## config.mk

```make
export PLATFORM = sky130hd
export DESIGN_NAME = fwd_prop_seq
export DESIGN_NICKNAME = d
export VERILOG_FILES = /design/src/rtl/fwd_prop_seq.sv
export SDC_FILE = /design/constraint.sdc
export NUM_CORES = 1
export LEC_CHECK = 0
export CORE_MARGIN = 4
export CORE_UTILIZATION = 34
export CTS_CLUSTER_DIAMETER = 150
export DETAILED_ROUTE_END_ITERATION = 10
export PLACE_DENSITY_LB_ADDON = 0.1
export SKIP_CTS_REPAIR_TIMING = 1
export SYNTH_ARGS = -nofsm -noshare
export SYNTH_HDL_FRONTEND = slang
export SYNTH_SLANG_ARGS = --single-unit
```

## constraint.sdc

```tcl
create_clock -name clk -period 4.1 [get_ports clk]
set_input_delay 0.615 -clock clk [delete_from_list [all_inputs] [get_ports clk]]
set_output_delay 0.615 -clock clk [all_outputs]
set_load 0.1 [all_outputs]
```

## src/rtl/fwd_prop_seq.sv

```systemverilog
// rtl/fwd_prop_seq.sv - forward-propagation sequencer (9-in/5-hid/4-out); FWD_SEQ_UPD_EN adds the UPD phase
module fwd_prop_seq #(
    parameter int N_IN  = 9,
    parameter int N_HID = 5,
    parameter int N_OUT = 4
) (
    input  logic       clk,
    input  logic       rst,
    input  logic       start,
    input  logic       abort,
    input  logic       in_valid,
    output logic       in_ready,
    input  logic       upd_req,
    output logic [3:0] ctrl,
    output logic [3:0] st,
    output logic [2:0] sel,
    output logic [3:0] step,
    output logic       acc_clr,
    output logic       busy,
    output logic       done
);

    localparam int n_out_unused = N_OUT;

    typedef enum logic [3:0] {
        S_IDLE  = 4'b0000,
        S_L2MAC = 4'b0001,
        S_BIAS2 = 4'b0010,
        S_ACT2  = 4'b0011,
        S_L3MAC = 4'b0100,
        S_BIAS3 = 4'b0101,
        S_ACT3  = 4'b0110,
        S_DONE  = 4'b0111,
        S_UPD   = 4'b1000
    } state_t;

    state_t     state, state_nx;
    logic [3:0] st_nx, step_nx;
    logic [2:0] sel_nx;
    logic       acc_clr_nx;
    logic       upd_pend;

`ifdef FWD_SEQ_UPD_EN
    logic upd_latch, upd_latch_nx;
    assign upd_pend = upd_latch;
`else
    logic upd_unused;
    assign upd_unused = upd_req;
    assign upd_pend   = 1'b0;
`endif

    // Every output is a decode of, or a copy of, a register.
    assign ctrl     = state;
    assign in_ready = (state == S_L2MAC);
    assign busy     = (state != S_IDLE);
    assign done     = (state == S_DONE);

    always_comb begin
        state_nx   = state;
        st_nx      = st;
        sel_nx     = sel;
        step_nx    = step;
        acc_clr_nx = 1'b0;
`ifdef FWD_SEQ_UPD_EN
        upd_latch_nx = upd_latch | upd_req;
`endif
        case (state)
            S_IDLE: begin
                if (start) begin
                    state_nx   = S_L2MAC;
                    acc_clr_nx = 1'b1;
                    st_nx      = 4'd0;
                    sel_nx     = 3'd0;
                end
            end
            S_L2MAC: begin
                if (in_valid && in_ready) begin
                    if (st == 4'(N_IN - 1)) state_nx = S_BIAS2;
                    else                    st_nx    = st + 4'd1;
                end
            end
            S_BIAS2: state_nx = S_ACT2;
            S_ACT2: begin
                state_nx = S_L3MAC;
                sel_nx   = 3'd0;
            end
            S_L3MAC: begin
                if (sel == 3'(N_HID - 1)) begin
                    state_nx = S_BIAS3;
                    sel_nx   = 3'd0;
                end else begin
                    sel_nx = sel + 3'd1;
                end
            end
            S_BIAS3: state_nx = S_ACT3;
            S_ACT3:  state_nx = upd_pend ? S_UPD : S_DONE;
            S_UPD: begin
                state_nx = S_DONE;
`ifdef FWD_SEQ_UPD_EN
                upd_latch_nx = upd_req;
`endif
            end
            S_DONE: begin
                state_nx = S_IDLE;
                // step=0 freezes the datapath, so the counter wraps 15 -> 1.
                step_nx  = (step == 4'd15) ? 4'd1 : step + 4'd1;
            end
            default: state_nx = S_IDLE;
        endcase

        if (abort && state != S_IDLE) begin
            state_nx   = S_IDLE;
            st_nx      = 4'd0;
            sel_nx     = 3'd0;
            step_nx    = step;
            acc_clr_nx = 1'b0;
`ifdef FWD_SEQ_UPD_EN
            upd_latch_nx = 1'b0;
`endif
        end
    end

    always_ff @(posedge clk) begin
        if (!rst) begin
            state   <= S_IDLE;
            st      <= 4'd0;
            sel     <= 3'd0;
            step    <= 4'd1;
            acc_clr <= 1'b0;
        end else begin
            state   <= state_nx;
            st      <= st_nx;
            sel     <= sel_nx;
            step    <= step_nx;
            acc_clr <= acc_clr_nx;
        end
    end

`ifdef FWD_SEQ_UPD_EN
    always_ff @(posedge clk) begin
        if (!rst) upd_latch <= 1'b0;
        else      upd_latch <= upd_latch_nx;
    end
`endif

endmodule

```

==> impl_metrics.json <==
{
  "synth_ff_type": "dfxtp_1",
  "pwr-share-comb_pct": 43.8,
  "first_iter_violations": 26,
  "fp.dieH_um": 58.5,
  "routed_via_density": 5.09,
  "cts-buffers-inserted": 3,
  "drv_cap": 0,
  "grt_max_degree": 16,
  "period_share_pct": 77.1,
  "fp.coreArea_mm2": 0.00245,
  "h-tree-depth": 1,
  "cp-start-kind": "register",
  "first_global_vias": 675,
  "gp_congestion": 0.766,
  "p_per_area_mw_per_mm2": 407,
  "fin_crit_ps": 3160,
  "finalClockSkew_ps": 5.27,
  "totalWireLength_mm": 1.80,
  "setup_ws_ps": 939,
  "postSynthNetCount": 110,
  "vias": 758,
  "overflow": 0,
  "syn-instance-count": 99,
  "finalHoldViolCount": 0,
  "die_area_mm2": 0.00343,
  "ios": 25,
  "ant_nets": 0,
  "ir_drop_mv": 0.297,
  "critical_path_class": "register to output port",
  "syn-cell-area_um2": 868,
  "fmax_ghz": 0.316,
  "area_growth_syn_to_layout_pct": 27.4,
  "drive_above_1_share_pct": 10.1,
  "setup_viol": 0,
  "path_clk_slew_ps": 90,
  "cp_data_arrival_time_ps": 2550,
  "cts-root-buf": "clkbuf_4",
  "fin_tns_setup_ps": 0,
  "dp.cells": 145,
  "required_ps": 3480,
  "rows": 18,
  "cts_tree": "done",
  "fp.dieW_um": 58.5,
  "antenna_found_initial": 0,
  "worst_pin_slew_ps": 971,
  "ys_async_sr_fraction_pct": 0,
  "fin_nets": 131,
  "synth.area.top_cells": "dfxtp_1, ha_1, nand2_1",
  "diodes": 0,
  "yosysTopAreaCellShare_pct": 34.6,
  "clk_latency_ps": 280,
  "cp_slowest_cell": "clkdlybuf4s50_1",
  "rsz0062_at_grt": "false",
  "cp_cell_sequence": "inv_2 > nor3_1 > clkdlybuf4s50_1",
  "wl_per_cell_um": 12.1,
  "fin_util_pct": 45.1,
  "clockBufferDepth": 2,
  "end_kind": "output port",
  "fin_cells": 149,
  "synth_seq_cells": 15,
  "synth_edf_count": 0,
  "path_max_fanout": 14,
  "hpwl_mm": 1.32,
  "cp_slowest_stage_delay_ps": 1210,
  "grt_pass1_wl_mm": 3.01,
  "slew_violations": 0,
  "status": "finished, final reports clean",
  "synth_cell_types": 43,
  "p_sw_share_pct": 46.1,
  "p_switching_w": 0.000208,
  "internal_power_w": 0.000243,
  "slew_headroom_pct": 35.1,
  "dr.pass1.iters": 4,
  "hold_ws_ps": 496,
  "power_leakage_nw": 0.385,
  "grt_usage_pct": 11.5,
  "syn_avg_cell_area_um2": 8.77,
  "numPortBuffers": 22,
  "ys_warn_count": 0,
  "hold_class": "register to register",
  "start_util_pct": 35.4,
  "yosysTopAreaCell": "dfxtp_1",
  "synth-seq-area-share_pct": 34.6,
  "seqPwrFrac_pct": 37.7,
  "clock-sinks": 15,
  "pre_cts_ws_ps": 1240,
  "drc_errors": 0,
  "pwr-share-clk_pct": 18.5
}
-- stage by stage --
stage / total power (W) / area [um2]
after global placement: 0.000371 / 1080
after CTS: 0.000455 / 1110
after floorplan: 0.000339 / 868
after global routing: 0.000475 / 1110
after detailed placement: 0.000371 / 1080
final: 0.000451 / 1110
-- worst max-delay path, delay by kind of cell, from the launching register on --
family	cells	cell delay [ps]
simple gates	1	360
buf+inv	2	1280
flops	1	630
-- Yosys cell counts (all sizes together) (2+ instances only) --
cell type	count
nand4	2
mux2i	2
nor2	7
o21ai	2
nand2	12
or3	2
nand3	4
inv	6
and2	2
a311oi	2
nor2b	2
buf	6
ha	5
nor3	3
xnor2	2
dfxtp	15
a21oi	5
or2	3
-- final cells by class --
type,count,area (um2)
multi-input cells,72,499
inverters,6,22.5
fillers,247,1350
repair buffers,22,220
flip-flops and latches,15,300
clock buffers,4,26.3
well taps,30,37.5
-- registers in the layout (all words and copies together) (netlist names) --
| name | flops |
|---|---|
| sel | 3 |
| ctrl | 3 |
| step | 4 |
| acc_clr | 1 |
| st | 4 |
-- power by group through the flow --
stage | combinational (W) | sequential (W) | clock (W)
after CTS | 0.000198 | 0.000170 | 0.0000866
after detailed placement | 0.000198 | 0.000173 | 0
final | 0.000197 | 0.000170 | 0.0000834
after global routing | 0.000208 | 0.000173 | 0.0000944
after floorplan | 0.000129 | 0.000210 | 0
after global placement | 0.000198 | 0.000173 | 0
-- placed cells by master, fill, tap and decap left out, types with 3 or more instances in the layout --
cell             netlist  routed
clkdlybuf4s50_1        0      22
dfxtp_1               15      15
nand2_1               12      12
inv_1                  5       5
nor2_1                 5       5
a21oi_1                5       5
ha_1                   5       5
nand3_1                4       4
clkbuf_4               0       3
-- worst paths after layout --
check	from	end	slack, ps	cells past startpoint
worst max-delay path	ctrl[0]	in_ready	940	3
worst min-delay path	sel[0]	sel[0]	500	2
worst max register to register	ctrl[2]	st[2]	2400	4
worst min register to register	sel[0]	sel[0]	500	2
-- layer usage --
| layer | part of all wire [%] | vias up | global-route usage, % |
|---|---|---|---|
| met2 | 42 | 26 | 16.9 |
| li1 | - | 383 | - |
| met4 | 1.1 | 0 | 2.98 |
| met1 | 50 | 345 | 15.2 |
| met5 | 0 | - | 0 |
| met3 | 6.9 | 4 | 5.26 |
-- kinds of logic after synthesis --
group | after synthesis | synth area share (%)
AO/OA/AOI/OAI | 18 | 16.7
multiplexers | 2 | 2.31
AND/OR/NAND/NOR | 43 | 27.8
buffers and inverters | 12 | 7.92
flip-flops | 15 | 34.6
XOR/XNOR | 3 | 3.03
other | 1 | 0.432
adder cells (fa/ha/maj) | 5 | 7.20
Power figures use the tool's default switching activity.
